**config.mk**
```make
export PLATFORM = sky130hd
export DESIGN_NAME = exposure_sequencer
export DESIGN_NICKNAME = d
export VERILOG_FILES = /design/src/rtl/exposure_sequencer.sv
export SDC_FILE = /design/constraint.sdc
export NUM_CORES = 1
export LEC_CHECK = 0
export BUFFER_PORTS_ARGS = -buffer_cell sky130_fd_sc_hd__buf_2
export CORE_ASPECT_RATIO = 0.6
export CORE_UTILIZATION = 25
export CTS_BUF_LIST = sky130_fd_sc_hd__clkbuf_4
export CTS_CLUSTER_SIZE = 8
export DETAILED_ROUTE_END_ITERATION = 10
export PLACE_DENSITY_LB_ADDON = 0.12
export SLEW_MARGIN = 5
export SYNTH_ARGS = -nofsm -noshare
export SYNTH_HDL_FRONTEND = slang
export SYNTH_SLANG_ARGS = --single-unit
export TNS_END_PERCENT = 30
```
**constraint.sdc**
```tcl
create_clock -name clk -period 2.55 [get_ports clk]
set_input_delay 0.1275 -clock clk [delete_from_list [all_inputs] [get_ports clk]]
set_output_delay 0.1275 -clock clk [all_outputs]
set_load 0.02 [all_outputs]
```
**src/rtl/exposure_sequencer.sv**
```systemverilog
// exposure_sequencer: counter-based EXPOSE -> READOUT -> GAP scheduler for the
// sensor timing path. A start pulse in IDLE latches the phase durations and frame
// count, then runs that many frames (or runs continuously until abort when the
// frame count is 0).
//
// Ports
//   clk, rst_n          clock, asynchronous active-low reset
//   start               1-cycle sequence request, honoured only in IDLE
//   abort               return to IDLE on the next edge from any busy state
//   cfg_expose/readout/gap  phase durations in cycles (0 behaves as 1)
//   cfg_frames          frames per sequence, 0 = continuous
//   busy                high whenever not IDLE
//   phase               0 IDLE, 1 EXPOSE, 2 READOUT, 3 GAP
//   expose_en/readout_en    phase enables, decoded from the state register
//   phase_cnt           0-based cycle count within the current phase
//   frame_cnt           completed frames since the last start
//   frame_done          pulse on the last GAP cycle of every frame
//   seq_done            pulse on the last GAP cycle of the final frame
module exposure_sequencer #(
  parameter int unsigned CNT_W   = 16,
  parameter int unsigned FRAME_W = 8
) (
  input  logic               clk,
  input  logic               rst_n,
  input  logic               start,
  input  logic               abort,
  input  logic [CNT_W-1:0]   cfg_expose,
  input  logic [CNT_W-1:0]   cfg_readout,
  input  logic [CNT_W-1:0]   cfg_gap,
  input  logic [FRAME_W-1:0] cfg_frames,
  output logic               busy,
  output logic [1:0]         phase,
  output logic               expose_en,
  output logic               readout_en,
  output logic [CNT_W-1:0]   phase_cnt,
  output logic [FRAME_W-1:0] frame_cnt,
  output logic               frame_done,
  output logic               seq_done
);

  typedef enum logic [1:0] {
    ST_IDLE    = 2'd0,
    ST_EXPOSE  = 2'd1,
    ST_READOUT = 2'd2,
    ST_GAP     = 2'd3
  } state_e;

  state_e             state_q, state_d;
  logic [CNT_W-1:0]   phase_cnt_q, phase_cnt_d;
  logic [FRAME_W-1:0] frame_cnt_q, frame_cnt_d;
  // Shadow registers hold the terminal phase_cnt value (D-1) rather than D,
  // so a zero duration maps naturally onto a single-cycle phase.
  logic [CNT_W-1:0]   last_expose_q, last_expose_d;
  logic [CNT_W-1:0]   last_readout_q, last_readout_d;
  logic [CNT_W-1:0]   last_gap_q, last_gap_d;
  logic [FRAME_W-1:0] frames_q, frames_d;

  logic phase_last;
  logic frame_end;
  logic seq_end;

  // State and counter registers
  always_ff @(posedge clk or negedge rst_n) begin
    if (!rst_n) begin
      state_q        <= ST_IDLE;
      phase_cnt_q    <= '0;
      frame_cnt_q    <= '0;
      last_expose_q  <= '0;
      last_readout_q <= '0;
      last_gap_q     <= '0;
      frames_q       <= '0;
    end else begin
      state_q        <= state_d;
      phase_cnt_q    <= phase_cnt_d;
      frame_cnt_q    <= frame_cnt_d;
      last_expose_q  <= last_expose_d;
      last_readout_q <= last_readout_d;
      last_gap_q     <= last_gap_d;
      frames_q       <= frames_d;
    end
  end

  // Terminal-cycle detection for the current phase
  always_comb begin
    phase_last = 1'b0;
    unique case (state_q)
      ST_EXPOSE:  phase_last = (phase_cnt_q == last_expose_q);
      ST_READOUT: phase_last = (phase_cnt_q == last_readout_q);
      ST_GAP:     phase_last = (phase_cnt_q == last_gap_q);
      default:    phase_last = 1'b0;
    endcase
  end

  // An abort on the last GAP cycle swallows the frame completion entirely.
  assign frame_end = (state_q == ST_GAP) && phase_last && !abort;
  assign seq_end   = frame_end && (frames_q != '0) &&
                     (FRAME_W'(frame_cnt_q + FRAME_W'(1)) == frames_q);

  // Next-state and counter update
  always_comb begin
    state_d        = state_q;
    phase_cnt_d    = phase_cnt_q;
    frame_cnt_d    = frame_cnt_q;
    last_expose_d  = last_expose_q;
    last_readout_d = last_readout_q;
    last_gap_d     = last_gap_q;
    frames_d       = frames_q;

    unique case (state_q)
      ST_IDLE: begin
        if (start && !abort) begin
          last_expose_d  = (cfg_expose  == '0) ? '0 : CNT_W'(cfg_expose  - CNT_W'(1));
          last_readout_d = (cfg_readout == '0) ? '0 : CNT_W'(cfg_readout - CNT_W'(1));
          last_gap_d     = (cfg_gap     == '0) ? '0 : CNT_W'(cfg_gap     - CNT_W'(1));
          frames_d       = cfg_frames;
          frame_cnt_d    = '0;
          phase_cnt_d    = '0;
          state_d        = ST_EXPOSE;
        end
      end
      default: begin
        if (abort) begin
          state_d     = ST_IDLE;
          phase_cnt_d = '0;
        end else if (phase_last) begin
          phase_cnt_d = '0;
          unique case (state_q)
            ST_EXPOSE:  state_d = ST_READOUT;
            ST_READOUT: state_d = ST_GAP;
            default: begin
              // Wraps modulo 2^FRAME_W in continuous mode.
              frame_cnt_d = FRAME_W'(frame_cnt_q + FRAME_W'(1));
              state_d     = seq_end ? ST_IDLE : ST_EXPOSE;
            end
          endcase
        end else begin
          phase_cnt_d = CNT_W'(phase_cnt_q + CNT_W'(1));
        end
      end
    endcase
  end

  // Output decode straight from registered state
  assign busy       = (state_q != ST_IDLE);
  assign phase      = state_q;
  assign expose_en  = (state_q == ST_EXPOSE);
  assign readout_en = (state_q == ST_READOUT);
  assign phase_cnt  = phase_cnt_q;
  assign frame_cnt  = frame_cnt_q;
  assign frame_done = frame_end;
  assign seq_done   = seq_end;

endmodule

```
==> key figures <==
Power and ir drop
  • Leak: 3.19 nW
  • Peak supply drop: 0.249 mV
  • Switching share of power: 40.4%
  • Logic pwr share: 38.3%
  • Power per cell area: roughly 670 nW/µm²
  • Clock power frac: 16.9%
  • Net Sw Power: slightly below 2 mW
  • Reg power frac: roughly 45%
  • Int Power: about 2.9 mW

Floorplanning
  • Die Y: 111 µm
  • Die ar.: 20600 µm²
  • Num rows: 39
  • Ports: 91
  • Initial Utilization: 25.9%
  • Die X: 184 µm
  • Core area: 19300 µm²

Synth
  • Mapped cell area: 4990 µm²
  • Ys flop type: dfrtp_1
  • Synth area leaders: dfrtp_1 (41%), nand2_1 (8.4%), o21ai_0 (6.6%), xnor2_1 (5.8%), a22o_1 (3.3%)
  • Library cells used by synthesis: 51
  • Most common cell in the netlist: nand2_1
  • Mapped Nets: 662
  • Synth area leader: dfrtp_1
  • Synth Register Bits: 82
  • Sequential fraction of the synthesis area: 41.1%
  • Post-synth top area share: between 40% and 50%
  • Post-Synthesis Cells: 592
  • Post-synth top cells: nand2_1 (112), dfrtp_1 (82), o21ai_0 (66), nor2_1 (36), xnor2_1 (33)
  • Yosys warnings: 0
  • Async set-reset flop share out of synthesis: 100%
  • Number of enable flip-flop cells after synthesis: 0
  • Synthesized area per cell: 8.44 µm²

Route
  • Routed vias/inst: approximately 5
  • Wire per inst: 17.0 µm
  • WL final: ~18000 µm
  • ANT nets after route: 0
  • Residual DRC count: 0
  • DR pass1 iterations: 6
  • Initial DRC Count: 463
  • Routed vias: 5173

Global route
  • Global-route wire length before repair: 28000 µm
  • All-layer global routing usage: 17.8%
  • Congestion Overflow GR: 0
  • Initial antenna violation count: 1
  • Vias in the first global route: ~5000
  • Largest net degree at the start of global routing: 55

Critical path
  • CP Launch Type: flop
  • Setup CP Type: reg2out
  • Launch point of the worst reg-to-reg path: phase[0]
  • Crit-path max FO: 6
  • CP endpoint kind: output pin
  • FF-to-FF setup slack: -650 ps
  • CP Launch Point: phase[0]
  • Worst EP required: 2420 ps
  • FF-to-FF path depth: 16
  • Worst Path Arrival: 3150 ps

Layout
  • Final Cell Area: 7160 µm²
  • Ratio of cells with drive above 1 in the final layout: between 20% and 30%
  • Fin cells: 1050
  • Area growth syn-to-layout: 43.4%
  • Post-layout util: 37.2%
  • Fin nets: 848

STA
  • Setup violators final: 28
  • Final cycle utilization of the critical path: 129%
  • Fin. Hold Viols: 0
  • Max Transition Viols Final: 0
  • Slew headroom: about 55%
  • RSZ-0062 raised after global routing: yes
  • Hold Slack: ~13 ps
  • Worst slew pin tran: 677 ps
  • Clock skew: about 19 ps
  • Post-route worst setup slack: -727 ps
  • Fin crit period: roughly 3300 ps
  • Fmax: 0.305 GHz

Clocking
  • H-tree levels: 3
  • TritonCTS Buffers: 9
  • CTS tree: done
  • TritonCTS Sinks: between 80 and 90
  • CTS clk-pin slew, worst paths: 170 ps
  • Clock Latency Late Sink: 460 ps
  • CTS root buf: clkbuf_4
  • Clock buffer depth: 2

Worst hold path
  • Hold Crit Start: cfg_expose[1]
  • Worst hold path cell count: 4
  • HP Class: in2reg

Place
  • GPL Wtd Cong: between 0.8 and 0.9
  • Port-buffer cells: 90
  • Dpl cells: between 900 and 1000
  • DP Area: 6090 µm²
  • Detailed placer's ending HPWL: 12900 µm

Run status
  • Outcome: complete, but fails checks
  • Failing checks: setup timing

Job
  • Max cap viols: 0
## placed cells by master (no fill, tap or decap), types with 4 or more instances in the layout
cell / n
inv_6: 4
a21o_1: 7
nor4_1: 10
a31oi_1: 7
nor2b_1: 8
buf_2: 87
xnor2_1: 33
or3_1: 21
nand3_1: 12
dfrtp_1: 80
clkbuf_4: 9
nor3_1: 16
a22oi_2: 4
buf_6: 15
and3_1: 5
o21ai_0: 61
a22o_1: 16
dlygate4sd3_1: 37
nand4_1: 8
a21oi_1: 8
nor3b_1: 14
buf_12: 7
mux2i_1: 6
nor2_1: 33
inv_1: 15
xor2_1: 11
buf_4: 51
ha_1: 7
nand2_1: 112
## layer usage
metal | vias up | global-route usage (%) | share of wire [%]
met3 | 8 | 3.76 | 5.2
met1 | 2543 | 28.0 | 54
met4 | 0 | 3.28 | 0.53
met5 | - | 0 | 0
li1 | 2490 | - | -
met2 | 132 | 24.5 | 40
## logic make-up (layout without fill, tap and decap cells)
logic type	Yosys count	in the layout	synth area share, %
other	0	1	0
buffers and inverters	42	233	3.56
flip-flops	82	82	41.1
AO/OA/AOI/OAI	141	141	17.9
AND/OR/NAND/NOR	267	267	26.0
XOR/XNOR	44	44	7.72
multiplexers	6	6	1.20
adder cells (fa/ha/maj)	10	10	2.51
## critical path, cell delays in order (launching register included)
cell and delay, ps:
dfrtp_2 420, buf_6 100, inv_4 30, ha_4 190, buf_12 140, a22o_4 250
or3_1 310, a222oi_1 320, nand4b_1 180, or2_4 290, buf_6 120, nor4_4 130
buf_4 180
## registers in the layout (all words and copies together) (netlist names)
| register | count |
|---|---|
| last_gap_q | 16 |
| frame_cnt | 8 |
| phase_cnt | 16 |
| frames_q | 8 |
| last_expose_q | 16 |
| last_readout_q | 16 |
| phase | 2 |
## per-stage QoR
stage                     setup TNS, ps  power [mW]  setup slack, ps
after floorplan                   -1510        3.02             -164
after global placement            -5190        3.75             -297
after detailed placement          -6830        3.75             -399
after CTS                        -12020        4.79             -710
after global routing             -18920        5.14             -856
final                            -15960        4.83             -727
## what timing repair did
| action | CTS | global route |
|---|---|---|
| gates cloned | 2 | 0 |
| pin swaps | 24 | 11 |
| hold buffers | 37 | 0 |
| endpoints found under the hold margin | 81 | 0 |
| setup buffers | 24 | 5 |
| endpoints found under the setup margin | 28 | 29 |
| gates resized for setup | 54 | 13 |
## worst paths after layout
check / to
max in group asynchronous: frames_q[0]
min: last_expose_q[1]
min in group asynchronous: frame_cnt[4]
max: seq_done
max reg2reg: phase_cnt[11]
min reg2reg: last_expose_q[1]
## power by group through the flow
stage / clock (mW) / sequential [mW] / combinational [mW]
2_1_floorplan: 0 / 2.02 / 0.998
3_3_place_gp: 0 / 2.19 / 1.55
3_5_place_dp: 0 / 2.18 / 1.57
4_1_cts: 0.851 / 2.15 / 1.79
5_1_grt: 0.887 / 2.21 / 2.05
6_report: 0.817 / 2.16 / 1.85
## cell type report
cell class	instances	area [µm²]
clock buffer	9	67.6
inverter	17	66.3
antenna	1	2.50
sequential	82	2050
clock inverter	7	73.8
multi-input combinational	468	3000
tap	266	333
timing repair buffer	200	1570
fill	1999	12100
(Power assumes the default switching activity.)
